File: src/rtl/sha256_pkg.sv
// sha256_pkg: shared types and constants for the SHA-256 message padder
package sha256_pkg;
    typedef enum logic [1:0] {FILL, PAD, EMIT} PadState;
    typedef logic [15:0][31:0] ChunkWords;
    localparam logic [31:0] PAD_MARKER = 32'h80000000;
    localparam int LEN_WORD_HI = 14;
    localparam int LEN_WORD_LO = 15;
endpackage

File: src/rtl/sha256_pad_word.sv
// sha256_pad_word: keeps the first n bytes of a word, places 0x80 at byte n and zeroes the tail
module sha256_pad_word
    import sha256_pkg::*;
(
    input  logic [31:0] word,
    input  logic [2:0]  n,
    output logic [31:0] padded
);
    // n of 4 or more leaves the word untouched, so the marker belongs to the next word
    always_comb begin
        padded = n == 3'd0 ? PAD_MARKER :
                 n == 3'd1 ? {word[31:24], 24'h800000} :
                 n == 3'd2 ? {word[31:16], 16'h8000} :
                 n == 3'd3 ? {word[31:8], 8'h80} : word;
    end
endmodule

File: src/rtl/sha256_padder.sv
// sha256_padder: FIPS 180-4 padding of a 32-bit word stream into 512-bit chunks; SHA256_PADDER_DBUF_EN adds a second fill buffer
module sha256_padder
    import sha256_pkg::*;
#(
    parameter int LEN_W = 64
) (
    input  logic              clk,
    input  logic              rst,
    input  logic              msg_vld,
    output logic              msg_rdy,
    input  logic [31:0]       msg_data,
    input  logic [2:0]        msg_bytes,
    input  logic              msg_last,
    output logic              chunk_vld,
    input  logic              chunk_rdy,
    output logic [15:0][31:0] chunk_data,
    output logic              chunk_last
);
    PadState          st, st_n;
    ChunkWords        bufs [2];
    ChunkWords        bufs_n [2];
    ChunkWords        pc;
    logic [3:0]       idx, idx_n, k, k_n;
    logic [2:0]       n, n_n, nb;
    logic [4:0]       p;
    logic [31:0]      pw;
    logic [LEN_W-1:0] cnt, cnt_n, lenr, lenr_n, bitlen;
    logic             last_r, last_n, pend, pend_n, spill, spill_n;
    logic             wb, wb_n, eb, eb_n, acc, hs;
`ifdef SHA256_PADDER_DBUF_EN
    logic             ffull, ffull_n, flast, flast_n, ff, fl;
    assign msg_rdy = !rst && (st == FILL || (st == EMIT && !ffull && !flast));
`else
    assign msg_rdy = !rst && st == FILL;
`endif
    assign acc        = msg_vld && msg_rdy;
    assign hs         = chunk_vld && chunk_rdy;
    assign nb         = (msg_last && msg_bytes < 3'd4) ? msg_bytes : 3'd4;
    assign bitlen     = cnt << 3;
    assign chunk_vld  = st == EMIT;
    assign chunk_last = last_r;
    assign chunk_data = bufs[eb];

    sha256_pad_word u_pad_word (
        .word   (bufs[wb][k]),
        .n      (n),
        .padded (pw)
    );

    // padded image of the fill buffer: data, marker, zero fill and, when it fits, the bit length
    always_comb begin
        p = {1'b0, k} + (n == 3'd4 ? 5'd2 : 5'd1);
        for (int i = 0; i < 16; i++)
            pc[i] = i < int'(k) ? bufs[wb][i] :
                    i == int'(k) ? pw :
                    (n == 3'd4 && i == int'(k) + 1) ? PAD_MARKER : 32'h0;
        if (p <= 5'd14) begin
            pc[LEN_WORD_HI] = bitlen[63:32];
            pc[LEN_WORD_LO] = bitlen[31:0];
        end
    end

    // next state, buffer writes and chunk bookkeeping
    always_comb begin
        st_n = st;
        bufs_n = bufs;
        idx_n = idx;
        cnt_n = cnt;
        lenr_n = lenr;
        k_n = k;
        n_n = n;
        last_n = last_r;
        pend_n = pend;
        spill_n = spill;
        wb_n = wb;
        eb_n = eb;
`ifdef SHA256_PADDER_DBUF_EN
        ffull_n = ffull;
        flast_n = flast;
        fl = flast || (acc && msg_last);
        ff = ffull || (acc && !msg_last && idx == 4'd15);
`endif
        if (acc) begin
            bufs_n[wb][idx] = msg_data;
            idx_n = idx + 4'd1;
            cnt_n = cnt + LEN_W'(nb);
            k_n = msg_last ? idx : k;
            n_n = msg_last ? nb : n;
        end
        case (st)
            FILL: begin
                st_n = (acc && msg_last) ? PAD : (acc && idx == 4'd15) ? EMIT : FILL;
`ifdef SHA256_PADDER_DBUF_EN
                if (acc && !msg_last && idx == 4'd15) begin
                    eb_n = wb;
                    wb_n = !wb;
                end
`endif
            end
            PAD: begin
                bufs_n[wb] = pc;
                last_n = p <= 5'd14;
                pend_n = p > 5'd14;
                spill_n = n == 3'd4 && k == 4'd15;
                lenr_n = bitlen;
                st_n = EMIT;
`ifdef SHA256_PADDER_DBUF_EN
                eb_n = wb;
                wb_n = !wb;
                idx_n = '0;
                cnt_n = '0;
`endif
            end
            EMIT: begin
`ifdef SHA256_PADDER_DBUF_EN
                ffull_n = ff;
                flast_n = fl;
`endif
                if (hs && pend) begin
                    bufs_n[eb] = '0;
                    bufs_n[eb][0] = spill ? PAD_MARKER : 32'h0;
                    bufs_n[eb][LEN_WORD_HI] = lenr[63:32];
                    bufs_n[eb][LEN_WORD_LO] = lenr[31:0];
                    last_n = 1'b1;
                    pend_n = 1'b0;
                end else if (hs) begin
                    last_n = 1'b0;
`ifdef SHA256_PADDER_DBUF_EN
                    if (ff) begin
                        eb_n = wb;
                        wb_n = !wb;
                        ffull_n = 1'b0;
                    end else if (fl) begin
                        st_n = PAD;
                        flast_n = 1'b0;
                    end else begin
                        st_n = FILL;
                    end
`else
                    st_n = FILL;
                    idx_n = '0;
                    cnt_n = last_r ? '0 : cnt;
`endif
                end
            end
            default: st_n = FILL;
        endcase
    end

    // state and datapath registers
    always_ff @(posedge clk) begin
        if (rst) begin
            st <= FILL;
            bufs <= '{default: '0};
            idx <= '0;
            cnt <= '0;
            lenr <= '0;
            k <= '0;
            n <= '0;
            last_r <= 1'b0;
            pend <= 1'b0;
            spill <= 1'b0;
            wb <= 1'b0;
            eb <= 1'b0;
`ifdef SHA256_PADDER_DBUF_EN
            ffull <= 1'b0;
            flast <= 1'b0;
`endif
        end else begin
            st <= st_n;
            bufs <= bufs_n;
            idx <= idx_n;
            cnt <= cnt_n;
            lenr <= lenr_n;
            k <= k_n;
            n <= n_n;
            last_r <= last_n;
            pend <= pend_n;
            spill <= spill_n;
            wb <= wb_n;
            eb <= eb_n;
`ifdef SHA256_PADDER_DBUF_EN
            ffull <= ffull_n;
            flast <= flast_n;
`endif
        end
    end
endmodule

File: config.mk
export PLATFORM = sky130hd
export DESIGN_NAME = sha256_padder
export DESIGN_NICKNAME = d
export VERILOG_FILES = /design/src/rtl/sha256_pkg.sv /design/src/rtl/sha256_pad_word.sv /design/src/rtl/sha256_padder.sv
export SDC_FILE = /design/constraint.sdc
export NUM_CORES = 2
export LEC_CHECK = 0
export BUFFER_PORTS_ARGS = -buffer_cell sky130_fd_sc_hd__buf_2
export CELL_PAD_IN_SITES_DETAIL_PLACEMENT = 0
export CELL_PAD_IN_SITES_GLOBAL_PLACEMENT = 1
export CORE_UTILIZATION = 44
export CTS_CLUSTER_DIAMETER = 100
export CTS_CLUSTER_SIZE = 40
export DETAILED_ROUTE_END_ITERATION = 7
export MAX_ROUTING_LAYER = met4
export PLACE_DENSITY_LB_ADDON = 0.1
export SKIP_CTS_REPAIR_TIMING = 1
export SLEW_MARGIN = 30
export SYNTH_ARGS = -nofsm -noshare
export SYNTH_HDL_FRONTEND = slang
export SYNTH_SLANG_ARGS = --single-unit
File: constraint.sdc
create_clock -name clk -period 4.1 [get_ports clk]
set_clock_uncertainty 0.2 [all_clocks]
set_input_delay 0.82 -clock clk [delete_from_list [all_inputs] [get_ports clk]]
set_output_delay 0.82 -clock clk [all_outputs]
set_load 0.005 [all_outputs]
# ---- After elaboration in Yosys (flattened, before gate mapping)
# Index checks and enable logic that the tools add are counted.
dict set report totals {
  regBits 1165
  in_bits 40
  elab_cells 241
}
dict set report classes {
  n_eq_ne 58
  reduce_logical 35
  n_mux 82
  n_lt_le_gt_ge 21
  add_sub_neg 4
}
# operator count
set op_table {}
lappend op_table {{$mux W1024} 2}
lappend op_table {{$pmux W1024 S2} 1}
lappend op_table {{$mux W32} 51}
lappend op_table {{$bwmux W1024} 1}
lappend op_table {{$mux W64} 6}
lappend op_table {{$eq A5 B32 Y1 const A} 7}
lappend op_table {{$bmux W32 S4} 1}
lappend op_table {{$demux W32 S4} 1}
lappend op_table {{$eq A4 B32 Y1 const A} 4}
lappend op_table {{$add A64 B3 Y64} 1}
lappend op_table {{$eq A3 B32 Y1 const A} 2}
lappend op_table {{$eq A2 B32 Y1 const A} 1}
lappend op_table {{$eq A4 B4 Y1 const A} 8}
lappend op_table {{$logic_not A32 Y1} 1}
lappend op_table {{$ne A2 B2 Y1 const B} 15}
lappend op_table {{$lt A4 B4 Y1 const A} 7}
lappend op_table {{$logic_and A1 B1 Y1} 25}
lappend op_table {{$mux W24} 1}
lappend op_table {{$eq A3 B4 Y1 const A} 4}
lappend op_table {{$lt A3 B4 Y1 const A} 4}
lappend op_table {{$mux W16} 1}
lappend op_table {{$mux W4} 4}
lappend op_table {{$lt A4 B5 Y1 const B} 2}
lappend op_table {{$mux W2} 5}
lappend op_table {{33 further kinds} 45}

# ---- Longest topological paths before layout
dict set report depth {
  ltp_word 10
  mapped_depth 14
}

# ---- Hierarchy
# Synthesis repeated with hierarchy kept, for this count alone.
dict set report hier_totals {
  hier_cells 3607
  area_unflattened_um2 33210.6
}
# module cells_each instances seq_area_each_um2 area_per_inst_um2
set by_module_without_submodules {}
lappend by_module_without_submodules {sha256_padder 3568 1 13012.5 32930.3}
lappend by_module_without_submodules {sha256_pad_word 39 1 0.0 280.3}

# ---- Least setup slack after synthesis
# No wires, ideal clock.
dict set report synth_timing {
  path_kind {reg2reg}
  startpoint {register n[2]}
  endpoint {register bufs[975] in the netlist's numbering}
  period_less_slack_ns 3.621
  n_path_buf 2
  path_slack_ns 0.479
  t_arrival_ns 3.346
  path_stages_with_launch 13
  cell_sequence {dfxtp_1 -> buf_2 -> nor3b_2 -> inv_2 -> ha_1 -> inv_1 -> fa_1 -> nor2b_1 -> o2111ai_2 -> a2111oi_4 -> or3b_1 -> buf_2 -> o22ai_1}
}
dict set report synth_via {
  elab_chain_len 8
  word_cells_on_any_way 15
  cone_classes {add/sub (1); order compare (1); eq/ne (4); mux (8); reduce/logical (1)}
}
# item line
set synth_rtl {}
lappend synth_rtl {{from (decl)} sha256_padder.sv:24} ;# logic [2:0] n, n_n, nb;
lappend synth_rtl {{from (signal assigned)} sha256_padder.sv:176} ;# n <= n_n;
lappend synth_rtl {{parallel branches: the longest is 8 deep, another holds $add A4 B2 Y5} --}
lappend synth_rtl {{to (signal assigned)} sha256_padder.sv:171} ;# bufs <= bufs_n;
lappend synth_rtl {{to (decl)} sha256_padder.sv:20} ;# ChunkWords bufs [2];
# Several ways; the timed one is not identified. The select of a mux whose other input is x is not followed.
# A chain may end at the register's enable or synchronous reset.

# ---- Worst setup path in the final report
dict set report layout_timing {
  startpoint {register n[0]}
  endpoint {register bufs[972] in the netlist's numbering}
}
# Same word-level chain as after synthesis.

==> metrics.txt <==
# TYPE chip_impl_metric gauge
chip_impl_info{name="run_status",value="finished with violations"} 1
chip_impl_info{name="violations",value="design-rule violations"} 1
chip_impl_metric{name="slew_headroom",unit="%"} 26.4
chip_impl_metric{name="mapped_area",unit="um2"} 39400
chip_impl_metric{name="fin_crit",unit="ps"} 3790
chip_impl_metric{name="cts.path.max_buffers",unit=""} 3
chip_impl_metric{name="ys_async_sr_fraction",unit="%"} 0
chip_impl_metric{name="final.fill_count",unit=""} 8683
chip_impl_metric{name="chipWidth",unit="um"} 301
chip_impl_metric{name="grtUsageTotal",unit="%"} 49.4
chip_impl_metric{name="coreArea",unit="um2"} 88600
chip_impl_metric{name="drv_slew",unit=""} 0
chip_impl_metric{name="design_power_total",unit="mW"} 12.5
chip_impl_metric{name="share_of_post_route_cells_with_drive_strength_above_1",unit="%"} 26.0
chip_impl_info{name="min-delay-path-class",value="input pin to flop"} 1
chip_impl_metric{name="period_share",unit="%"} 92.5
chip_impl_metric{name="grt_pass1_vias",unit=""} 39100
chip_impl_metric{name="synth_cell_types",unit=""} 109
chip_impl_metric{name="achievable-frequency",unit="GHz"} 0.264
chip_impl_metric{name="grt_util_met2",unit="%"} 68.7
chip_impl_metric{name="synthCells",unit=""} 4671
chip_impl_metric{name="postSynthNetCount",unit=""} 4725
chip_impl_metric{name="clk_latency",unit="ps"} 630
chip_impl_metric{name="io_buffers",unit=""} 554
chip_impl_info{name="worstReg2RegEnd",value="bufs[972]"} 1
chip_impl_metric{name="cp_max_fo",unit=""} 32
chip_impl_metric{name="layout-area-overhead-vs-synth",unit="%"} 13.6
chip_impl_metric{name="pin_count_of_the_biggest_net_entering_global_routing",unit=""} 170
chip_impl_metric{name="final_net_count",unit=""} 5011
chip_impl_metric{name="routed_wl",unit="um"} 228000
chip_impl_metric{name="sequential_fraction_of_design_power",unit="%"} 51.4
chip_impl_metric{name="avgSynthCellArea",unit="um2"} 8.44
chip_impl_info{name="postSynth.topFlopCell",value="sky130_fd_sc_hd__dfxtp_1"} 1
chip_impl_metric{name="finalHoldViolCount",unit=""} 0
chip_impl_metric{name="globalplace.congestion",unit=""} 1.02
chip_impl_metric{name="synth-edff-count",unit=""} 0
chip_impl_info{name="hold-path-endpoint",value="k[2]"} 1
chip_impl_metric{name="cts_inserted_buffers",unit=""} 37
chip_impl_metric{name="switching_power_as_a_share_of_total_power",unit="%"} 29.6
chip_impl_metric{name="drc_errors",unit=""} 146
chip_impl_metric{name="floorplan.die_area",unit="um2"} 90800
chip_impl_metric{name="globalRoute.totalOverflow",unit=""} 0
chip_impl_info{name="critPathLaunchType",value="flop"} 1
chip_impl_metric{name="synth.yosys.warnings",unit=""} 0
chip_impl_metric{name="maxCapViolCount",unit=""} 0
chip_impl_metric{name="num_io_pins",unit=""} 555
chip_impl_metric{name="power-per-cell-area",unit="nW/um2"} 279
chip_impl_metric{name="cts_max_level",unit=""} 2
chip_impl_metric{name="floorplan.initialDensity",unit="%"} 44.5
chip_impl_info{name="r2r_start",value="n[0]"} 1
chip_impl_metric{name="power.net_switching",unit="mW"} 3.71
chip_impl_metric{name="cts.sinks",unit=""} 650
chip_impl_metric{name="crit_required",unit="ps"} 4430
chip_impl_info{name="worstHoldStart",value="rst"} 1
chip_impl_metric{name="seq_area_frac_synth",unit="%"} 33.0
chip_impl_metric{name="power.clock.fraction",unit="%"} 39.4
chip_impl_info{name="critical_path_sink_type",value="flop"} 1
chip_impl_metric{name="total_leakage_power",unit="nW"} 16.8
chip_impl_metric{name="finish.utilization",unit="%"} 50.6
chip_impl_metric{name="rr_worst_depth",unit=""} 11
chip_impl_metric{name="place.detailed.hpwl",unit="um"} 162000
chip_impl_info{name="tritoncts",value="yes"} 1
chip_impl_metric{name="fp-row-count",unit=""} 109
chip_impl_metric{name="power.combinational.fraction",unit="%"} 9.3
chip_impl_metric{name="intPower",unit="mW"} 8.81
chip_impl_metric{name="final_antenna_net_count",unit=""} 0
chip_impl_metric{name="wire_per_inst",unit="um"} 36.9
chip_impl_metric{name="routed-via-count",unit=""} 44400
chip_impl_metric{name="detail_route.vias_per_cell",unit=""} 7.19
chip_impl_metric{name="detailedRoute.firstIterationViolations",unit=""} 7750
chip_impl_metric{name="setup_tns",unit="ps"} 0
chip_impl_info{name="cts-root-buf",value="sky130_fd_sc_hd__clkbuf_16"} 1
chip_impl_metric{name="synth_seq_cells",unit=""} 650
chip_impl_metric{name="die_height",unit="um"} 301
chip_impl_metric{name="grt_pass1_wl",unit="um"} 313000
chip_impl_metric{name="firstDrtPassIters",unit=""} 8
chip_impl_info{name="rsz_0062_raised_after_global_routing",value="no"} 1
chip_impl_metric{name="timing.reg2reg.setup_slack",unit="ps"} 310
chip_impl_metric{name="vdd_drop_max",unit="mV"} 0.272
chip_impl_info{name="critical_path_class",value="flop to flop"} 1
chip_impl_info{name="busiest_layer",value="met2"} 1
chip_impl_metric{name="slew_of_the_pin_with_the_lowest_slew_margin",unit="ps"} 1100
chip_impl_metric{name="final-setup-viol-count",unit=""} 0
chip_impl_metric{name="grt_util_met1",unit="%"} 62.8
chip_impl_metric{name="cp.arrival",unit="ps"} 4120
chip_impl_metric{name="met3_usage",unit="%"} 13.9
chip_impl_metric{name="clk_pin_slew_worst_paths",unit="ps"} 120
chip_impl_metric{name="grt_antenna_before_repair",unit=""} 25
chip_impl_metric{name="hold-path-cell-count",unit=""} 2
-- registers in the layout, indices dropped and copies added, names as in the netlist --
name        flops
pend            1
idx             4
spill           1
cnt            61
chunk_last      1
lenr           61
n               3
k               4
st              2
bufs          512
-- cells in the final DEF (no fill, tap or decap), drive strengths merged, types with 123 or more instances in the layout --
cell,count
a2bb2oi,123
a21oi,272
nor3,261
dfxtp,650
a211oi,131
nand2,233
nor2,577
mux2i,155
buf,783
o21ai,332
mux2,215
-- worst max path at each step --
stage	from	end	slack, ps	depth (start not counted)
5_1_grt	n[0]	bufs[980]	120	11
3_5_place_dp	msg_last	cnt[44]	190	11
6_report	n[0]	bufs[972]	310	11
3_3_place_gp	msg_last	cnt[26]	220	12
4_1_cts	n[0]	bufs[972]	410	11
2_1_floorplan	n[2]	bufs[975]	480	12
-- layout make-up --
class	count	area, um2	area share [%]
Antenna cell	21	52.6	0.117
Clock buffer	38	940	2.10
Clock inverter	27	428	0.955
Inverter	27	104	0.232
Multi-Input combinational cell	3458	24100	53.8
Sequential cell	650	13000	29.1
Tap cell	1165	1460	3.25
Timing Repair Buffer	783	4720	10.5
-- power by group through the flow --
stage	sequential, mW	combinational, mW	clock, mW
after floorplan	6.54	0.617	0
after global placement	6.58	1.09	0
after detailed placement	6.58	1.09	0
after CTS	6.43	1.09	4.90
after global routing	6.44	1.17	5.11
final	6.44	1.16	4.93
-- critical path, cell delays in order (launching register included) --
cell,delay (ps)
sky130_fd_sc_hd__dfxtp_1,340
sky130_fd_sc_hd__nor3b_2,260
sky130_fd_sc_hd__inv_2,170
sky130_fd_sc_hd__ha_1,240
sky130_fd_sc_hd__inv_1,90
sky130_fd_sc_hd__fa_1,430
sky130_fd_sc_hd__nor2b_1,360
sky130_fd_sc_hd__o211ai_1,310
sky130_fd_sc_hd__a21oi_4,450
sky130_fd_sc_hd__buf_4,440
sky130_fd_sc_hd__a221oi_1,100
sky130_fd_sc_hd__a311oi_1,290
-- cells in the mapped netlist, drive strengths merged, types with 123 or more instances --
master,instances,area share (%)
a211oi,131,2.6
a21oi,272,3.5
a2bb2oi,123,2.7
buf,176,2.9
clkbuf,360,3.4
dfxtp,650,33
mux2,215,6.1
mux2i,155,3.9
nand2,233,2.2
nor2,577,5.5
nor3,261,3.4
o21ai,332,4.3
-- layer usage --
| metal | up-vias | part of all wire [%] |
|---|---|---|
| li1 | 18300 | - |
| met1 | 21700 | 37 |
| met2 | 3613 | 42 |
| met3 | 738 | 13 |
| met4 | 0 | 7.1 |
| met5 | - | 0 |
-- cell families (layout without fill, tap and decap cells) --
kind of cell	Yosys count	in the layout	share of synthesized area, %
AOI/OAI and AO/OA	1541	1541	27.5
and+or+nand+nor	1431	1431	16.9
DFF	650	650	33.0
buffers and inverters	563	875	6.60
muxes	461	461	15.3
adders and majority gates	14	14	0.482
xor gates and xnor gates	11	11	0.292
other	0	21	0
-- per-stage QoR --
stage	instances	hold WS, ps	setup slack, ps	cell area (um2)
finish	6169	261	306	44800
global placement	6080	264	216	43300
detailed placement	6081	274	191	43400
global route	6161	262	115	44800
CTS	6146	240	409	44700
floorplan	4671	252	479	39400
Note: power is estimated with default switching activity, not from simulation.
